===== src/rtl/uart_rx_fifo.sv =====
// 8N1 UART receiver feeding a small power-of-two FIFO with valid/ready read side.
// Frame errors and overruns are reported as single-cycle pulses.
module uart_rx_fifo #(
  parameter int CLK_PER_BIT = 10416,
  parameter int FIFO_DEPTH  = 8
) (
  input  logic                        clk_i,
  input  logic                        nreset_i,
  input  logic                        rx_i,
  output logic [7:0]                  data_o,
  output logic                        valid_o,
  input  logic                        ready_i,
  output logic [$clog2(FIFO_DEPTH):0] count_o,
  output logic                        frame_err_o,
  output logic                        overrun_o,
  output logic [2:0]                  state_o
);

  localparam int CW = $clog2(CLK_PER_BIT);
  localparam int AW = $clog2(FIFO_DEPTH);
  localparam logic [CW-1:0] HALF_CNT = CW'(CLK_PER_BIT / 2 - 1);
  localparam logic [CW-1:0] FULL_CNT = CW'(CLK_PER_BIT - 1);

  typedef enum logic [2:0] {IDLE, START, DATA, STOP, WAIT_IDLE} state_t;

  // Read side handshake: a byte moves when valid_o and ready_i are both high
  // on a rising edge; ready_i is ignored while valid_o is low.

  state_t          state_q;
  logic [CW-1:0]   cnt_q;
  logic [2:0]      bit_idx_q;
  logic [7:0]      shreg_q;
  logic            rx_meta_q, rxs_q;
  logic            frame_err_q, overrun_q;

  logic [7:0]      mem_q [FIFO_DEPTH];
  logic [AW-1:0]   wr_ptr_q, wr_ptr_d, rd_ptr_q, rd_ptr_d;
  logic [AW:0]     count_q, count_d;

  logic push_req, full, pop, wr_en;

  assign push_req = (state_q == STOP) && (cnt_q == FULL_CNT) && rxs_q;
  assign full     = (count_q == (AW+1)'(FIFO_DEPTH));
  assign pop      = (count_q != '0) && ready_i;
  // A full FIFO still accepts a byte when the head leaves in the same cycle.
  assign wr_en    = push_req && (!full || pop);

  always_ff @(posedge clk_i or posedge nreset_i) begin
    if (nreset_i) begin
      state_q     <= IDLE;
      cnt_q       <= '0;
      bit_idx_q   <= '0;
      shreg_q     <= '0;
      rx_meta_q   <= 1'b1;
      rxs_q       <= 1'b1;
      frame_err_q <= 1'b0;
      overrun_q   <= 1'b0;
    end else begin
      rx_meta_q   <= rx_i;
      rxs_q       <= rx_meta_q;
      frame_err_q <= 1'b0;
      overrun_q   <= push_req && full && !pop;
      case (state_q)
        IDLE: begin
          if (!rxs_q) begin
            cnt_q   <= '0;
            state_q <= START;
          end
        end
        START: begin
          if (cnt_q == HALF_CNT) begin
            cnt_q     <= '0;
            bit_idx_q <= '0;
            state_q   <= rxs_q ? IDLE : DATA;
          end else begin
            cnt_q <= cnt_q + 1'b1;
          end
        end
        DATA: begin
          if (cnt_q == FULL_CNT) begin
            cnt_q     <= '0;
            shreg_q   <= {rxs_q, shreg_q[7:1]};
            bit_idx_q <= bit_idx_q + 1'b1;
            if (bit_idx_q == 3'd7) state_q <= STOP;
          end else begin
            cnt_q <= cnt_q + 1'b1;
          end
        end
        STOP: begin
          if (cnt_q == FULL_CNT) begin
            cnt_q <= '0;
            if (rxs_q) begin
              state_q <= IDLE;
            end else begin
              frame_err_q <= 1'b1;
              state_q     <= WAIT_IDLE;
            end
          end else begin
            cnt_q <= cnt_q + 1'b1;
          end
        end
        WAIT_IDLE: begin
          if (rxs_q) state_q <= IDLE;
        end
        default: state_q <= IDLE;
      endcase
    end
  end

  always_comb begin
    wr_ptr_d = wr_ptr_q;
    rd_ptr_d = rd_ptr_q;
    count_d  = count_q;
    if (wr_en) wr_ptr_d = wr_ptr_q + 1'b1;
    if (pop)   rd_ptr_d = rd_ptr_q + 1'b1;
    if (wr_en && !pop)      count_d = count_q + 1'b1;
    else if (!wr_en && pop) count_d = count_q - 1'b1;
  end

  always_ff @(posedge clk_i or posedge nreset_i) begin
    if (nreset_i) begin
      wr_ptr_q <= '0;
      rd_ptr_q <= '0;
      count_q  <= '0;
    end else begin
      wr_ptr_q <= wr_ptr_d;
      rd_ptr_q <= rd_ptr_d;
      count_q  <= count_d;
    end
  end

  always_ff @(posedge clk_i) begin
    if (wr_en) mem_q[wr_ptr_q] <= shreg_q;
  end

  assign valid_o     = (count_q != '0);
  assign data_o      = valid_o ? mem_q[rd_ptr_q] : 8'h00;
  assign count_o     = count_q;
  assign frame_err_o = frame_err_q;
  assign overrun_o   = overrun_q;
  assign state_o     = state_q;

endmodule


===== config.mk =====
export PLATFORM = sky130hd
export DESIGN_NAME = uart_rx_fifo
export DESIGN_NICKNAME = d
export VERILOG_FILES = /design/src/rtl/uart_rx_fifo.sv
export SDC_FILE = /design/constraint.sdc
export NUM_CORES = 1
export LEC_CHECK = 0
export ABC_AREA = 1
export ABC_CLOCK_PERIOD_IN_PS = 4500
export BUFFER_PORTS_ARGS = -buffer_cell sky130_fd_sc_hd__buf_4
export CORE_ASPECT_RATIO = 1.25
export CORE_MARGIN = 1
export CORE_UTILIZATION = 60
export DETAILED_ROUTE_END_ITERATION = 6
export PLACE_DENSITY = 0.89
export SLEW_MARGIN = 20
export SYNTH_ARGS = -nofsm -noshare
export SYNTH_HDL_FRONTEND = slang
export SYNTH_SLANG_ARGS = --single-unit

===== constraint.sdc =====
create_clock -name clk_i -period 4.5 [get_ports clk_i]
set_clock_uncertainty 0.2 [all_clocks]
set_input_delay 0.45 -clock clk_i [delete_from_list [all_inputs] [get_ports clk_i]]
set_output_delay 0.45 -clock clk_i [all_outputs]
set_load 0.1 [all_outputs]

==> results.json <==
{
  "status": "complete, but fails checks",
  "failed_checks": "negative hold slack",
  "drv_slew": 0,
  "cpMaxStageDelayCell": "inv_1",
  "syn-num-nets": 512,
  "holdWs_ns": -0.0260,
  "yosysTopAreaCell": "edfxtp_1",
  "synth_edf_count": 64,
  "fmax_mhz": 325,
  "synth_top_cell_area_share_pct": 38.9,
  "io_buffers": 21,
  "hold_viol": 11,
  "worstPathCellList": "inv_1 -> o21ai_0 -> o22ai_1 -> nor2_1 -> nor2_1 -> buf_4",
  "peakVddDrop_mv": 1.10,
  "place_congestion": 0.951,
  "p_leak_uw": 0.00239,
  "drtIter0Drc": 207,
  "yosysWarnings": 0,
  "finalCritPeriodShare_pct": 68.3,
  "setup_viol": 0,
  "clk-insertion-delay-late_ns": 0.37,
  "io_pins": 22,
  "syn_to_final_growth_pct": 8.99,
  "num_vias": 3536,
  "yosysUniqueCellTypes": 35,
  "initial_core_util_pct": 62.7,
  "netlist_area_sq_um": 4940,
  "tightest_slew_ns": 0.988,
  "routed_via_density": 5.71,
  "numCtsBuffers": 9,
  "crit_top_cell": "nor2_1",
  "placement_rows": 36,
  "grt_pass1_wl_mm": 16.1,
  "first_global_vias": 3475,
  "cp.required_ns": 3.85,
  "antenna_found_initial": 0,
  "grt_max_degree": 43,
  "rsz0062_at_grt": "no",
  "yosysMostFrequentCell": "nand2_1",
  "core_sq_um": 7880,
  "clock_path_buffers": 2,
  "fin_tns_setup_ns": 0,
  "fill_cells": 567,
  "relSlewSlack_pct": 34.1,
  "cts_sinks": 106,
  "wl_per_cell_um": 16.0,
  "layout-drive-gt1-share_pct": 13.9,
  "final.setup.worst_slack_ns": 1.43,
  "hold_class": "primary input to async pin",
  "nNetsFinal": 532,
  "ys_ff_latch": 106,
  "endpoint_kind": "output pin",
  "yosys-top-cells-count": "103 x nand2_1, 100 x nor2_1, 64 x edfxtp_1, 40 x dfrtp_1, 40 x o21ai_0",
  "ant_nets": 0,
  "maxCapViolations": 0,
  "ctsHtreeMaxLevel": 3,
  "slowest_delay_ns": 0.71,
  "syn_avg_cell_area_sq_um": 9.90,
  "die_x_um": 83.1,
  "routed_wl_mm": 9.88,
  "netlist_instances": 499,
  "dieArea_sq_um": 8600,
  "multiInputGateArea_sq_um": 1770,
  "place_ws_ns": 1.65,
  "ys_top_cells_by_area": "edfxtp_1 39%, dfrtp_1 20%, nand2_1 7.8%",
  "post_cts_resize_count": 0,
  "cts_tree": "yes",
  "layout_min_cycle_time_ns": 3.07,
  "synth-async-reset-ratio_pct": 39.6,
  "synthFlopType": "edfxtp_1",
  "yosysSeqAreaShare_pct": 60.2,
  "critPathLaunchType": "register",
  "cts-root-buf": "clkbuf_8",
  "die_h_um": 103,
  "worstPathArrival_ns": 2.42,
  "path_class": "register to output pin",
  "seqCellArea_sq_um": 2980,
  "antennaDiodeCount": 0,
  "cp_max_fo": 33,
  "path_clk_slew_ns": 0.11,
  "dp_hpwl_mm": 6.78,
  "first_pass_iters": 4,
  "powerDensity_nw_per_um2": 586,
  "gr-total-overflow": 0,
  "grt_use_total_pct": 24.7,
  "drc": 0
}
[stage by stage]
stage,utilization [%],hold slack [ns],std cells,power [uW],area (sq um)
after floorplan,-,0.145,499,2260,4940
after global placement,65.4,0.146,602,2510,5160
after detailed placement,65.4,0.147,602,2550,5160
after CTS,68.3,0.000170,619,3170,5380
after global routing,68.3,0.0249,619,3290,5380
final,68.3,-0.0260,619,3160,5380
[cells in the final DEF, fill, tap and decap left out, types with 2 or more instances in the layout]
master / instances
xor2_1: 9
a21oi_1: 4
nor2_1: 100
clkinv_1: 2
inv_2: 5
nand3_4: 2
nor2_2: 7
nand2_4: 2
dfstp_2: 2
nand3_1: 22
dfrtp_1: 40
nand4_1: 7
xnor2_1: 3
o22ai_1: 8
o211ai_1: 10
o21ai_0: 40
nand2_1: 103
clkbuf_8: 9
nand3_2: 2
inv_6: 3
o21ai_2: 4
nand2_2: 4
inv_1: 26
nor2_4: 4
buf_4: 23
edfxtp_1: 64
ha_1: 8
[final cells by class]
cell class | count | share of cell area [%]
inverters | 33 | 2.30
clock buffers | 9 | 2.30
repair buffers | 24 | 3.39
well taps | 95 | 2.21
flip-flops and latches | 106 | 55.3
clock inverters | 7 | 1.72
multi-input cells | 345 | 32.8
[path summary, 6_finish.rpt]
kind | startpoint | to | slack, ns | cells after the start
worst max-delay path | rd_ptr_q[0] | data_o[5] | 1.43 | 6
worst min-delay path | nreset_i | count_o[2] | -0.03 | 3
worst max register to register | count_o[0] | count_o[3] | 1.61 | 12
worst min register to register | rx_meta_q | rxs_q | 0.16 | 0
max in group asynchronous | nreset_i | rd_ptr_q[0] | 3.73 | 3
min in group clk_i | rx_meta_q | rxs_q | 0.16 | 0
[state kept, by name, indices dropped and copies added (netlist names)]
register     cells
frame_err_o      1
rx_meta_q        1
mem_q           64
bit_idx_q        3
rd_ptr_q         3
state_o          3
rxs_q            1
cnt_q           14
wr_ptr_q         3
shreg_q          8
count_o          4
overrun_o        1
[kinds of logic after synthesis]
logic type | after synthesis | share of synthesized area (%)
mux | 1 | 0.228
compound gates | 67 | 7.85
flops | 106 | 60.2
fa+ha+maj | 9 | 2.43
xor+xnor | 12 | 2.13
simple gates | 256 | 23.1
buf+inv | 48 | 4.00
[worst max-delay path, delay by kind of cell, from the launching register on]
family	cells	cell delay, ns
buffers and inverters	2	1.02
AOI/OAI and AO/OA	2	0.41
DFF	1	0.39
and+or+nand+nor	2	0.23
[repair_timing]
item / 4_1_cts / 5_1_grt
hold buffers: 1 / 0
hold endpoints to repair: 1 / 0
buffers inserted: 0 / 0
[report_power, final]
| group | total [uW] | switching, uW | internal (uW) |
|---|---|---|---|
| clock | 623 | 350 | 273 |
| sequential | 1140 | 88.0 | 1060 |
| combinational | 1390 | 1060 | 329 |
[layer usage]
layer | global-route usage (%) | vias up | part of all wire, %
li1 | - | 1709 | -
met2 | 46.5 | 107 | 55
met4 | 12.5 | 0 | 3.0
met5 | 0 | - | 0
met3 | 4.76 | 28 | 4.6
met1 | 26.8 | 1692 | 38
Note: power is estimated with default switching activity, not from simulation.
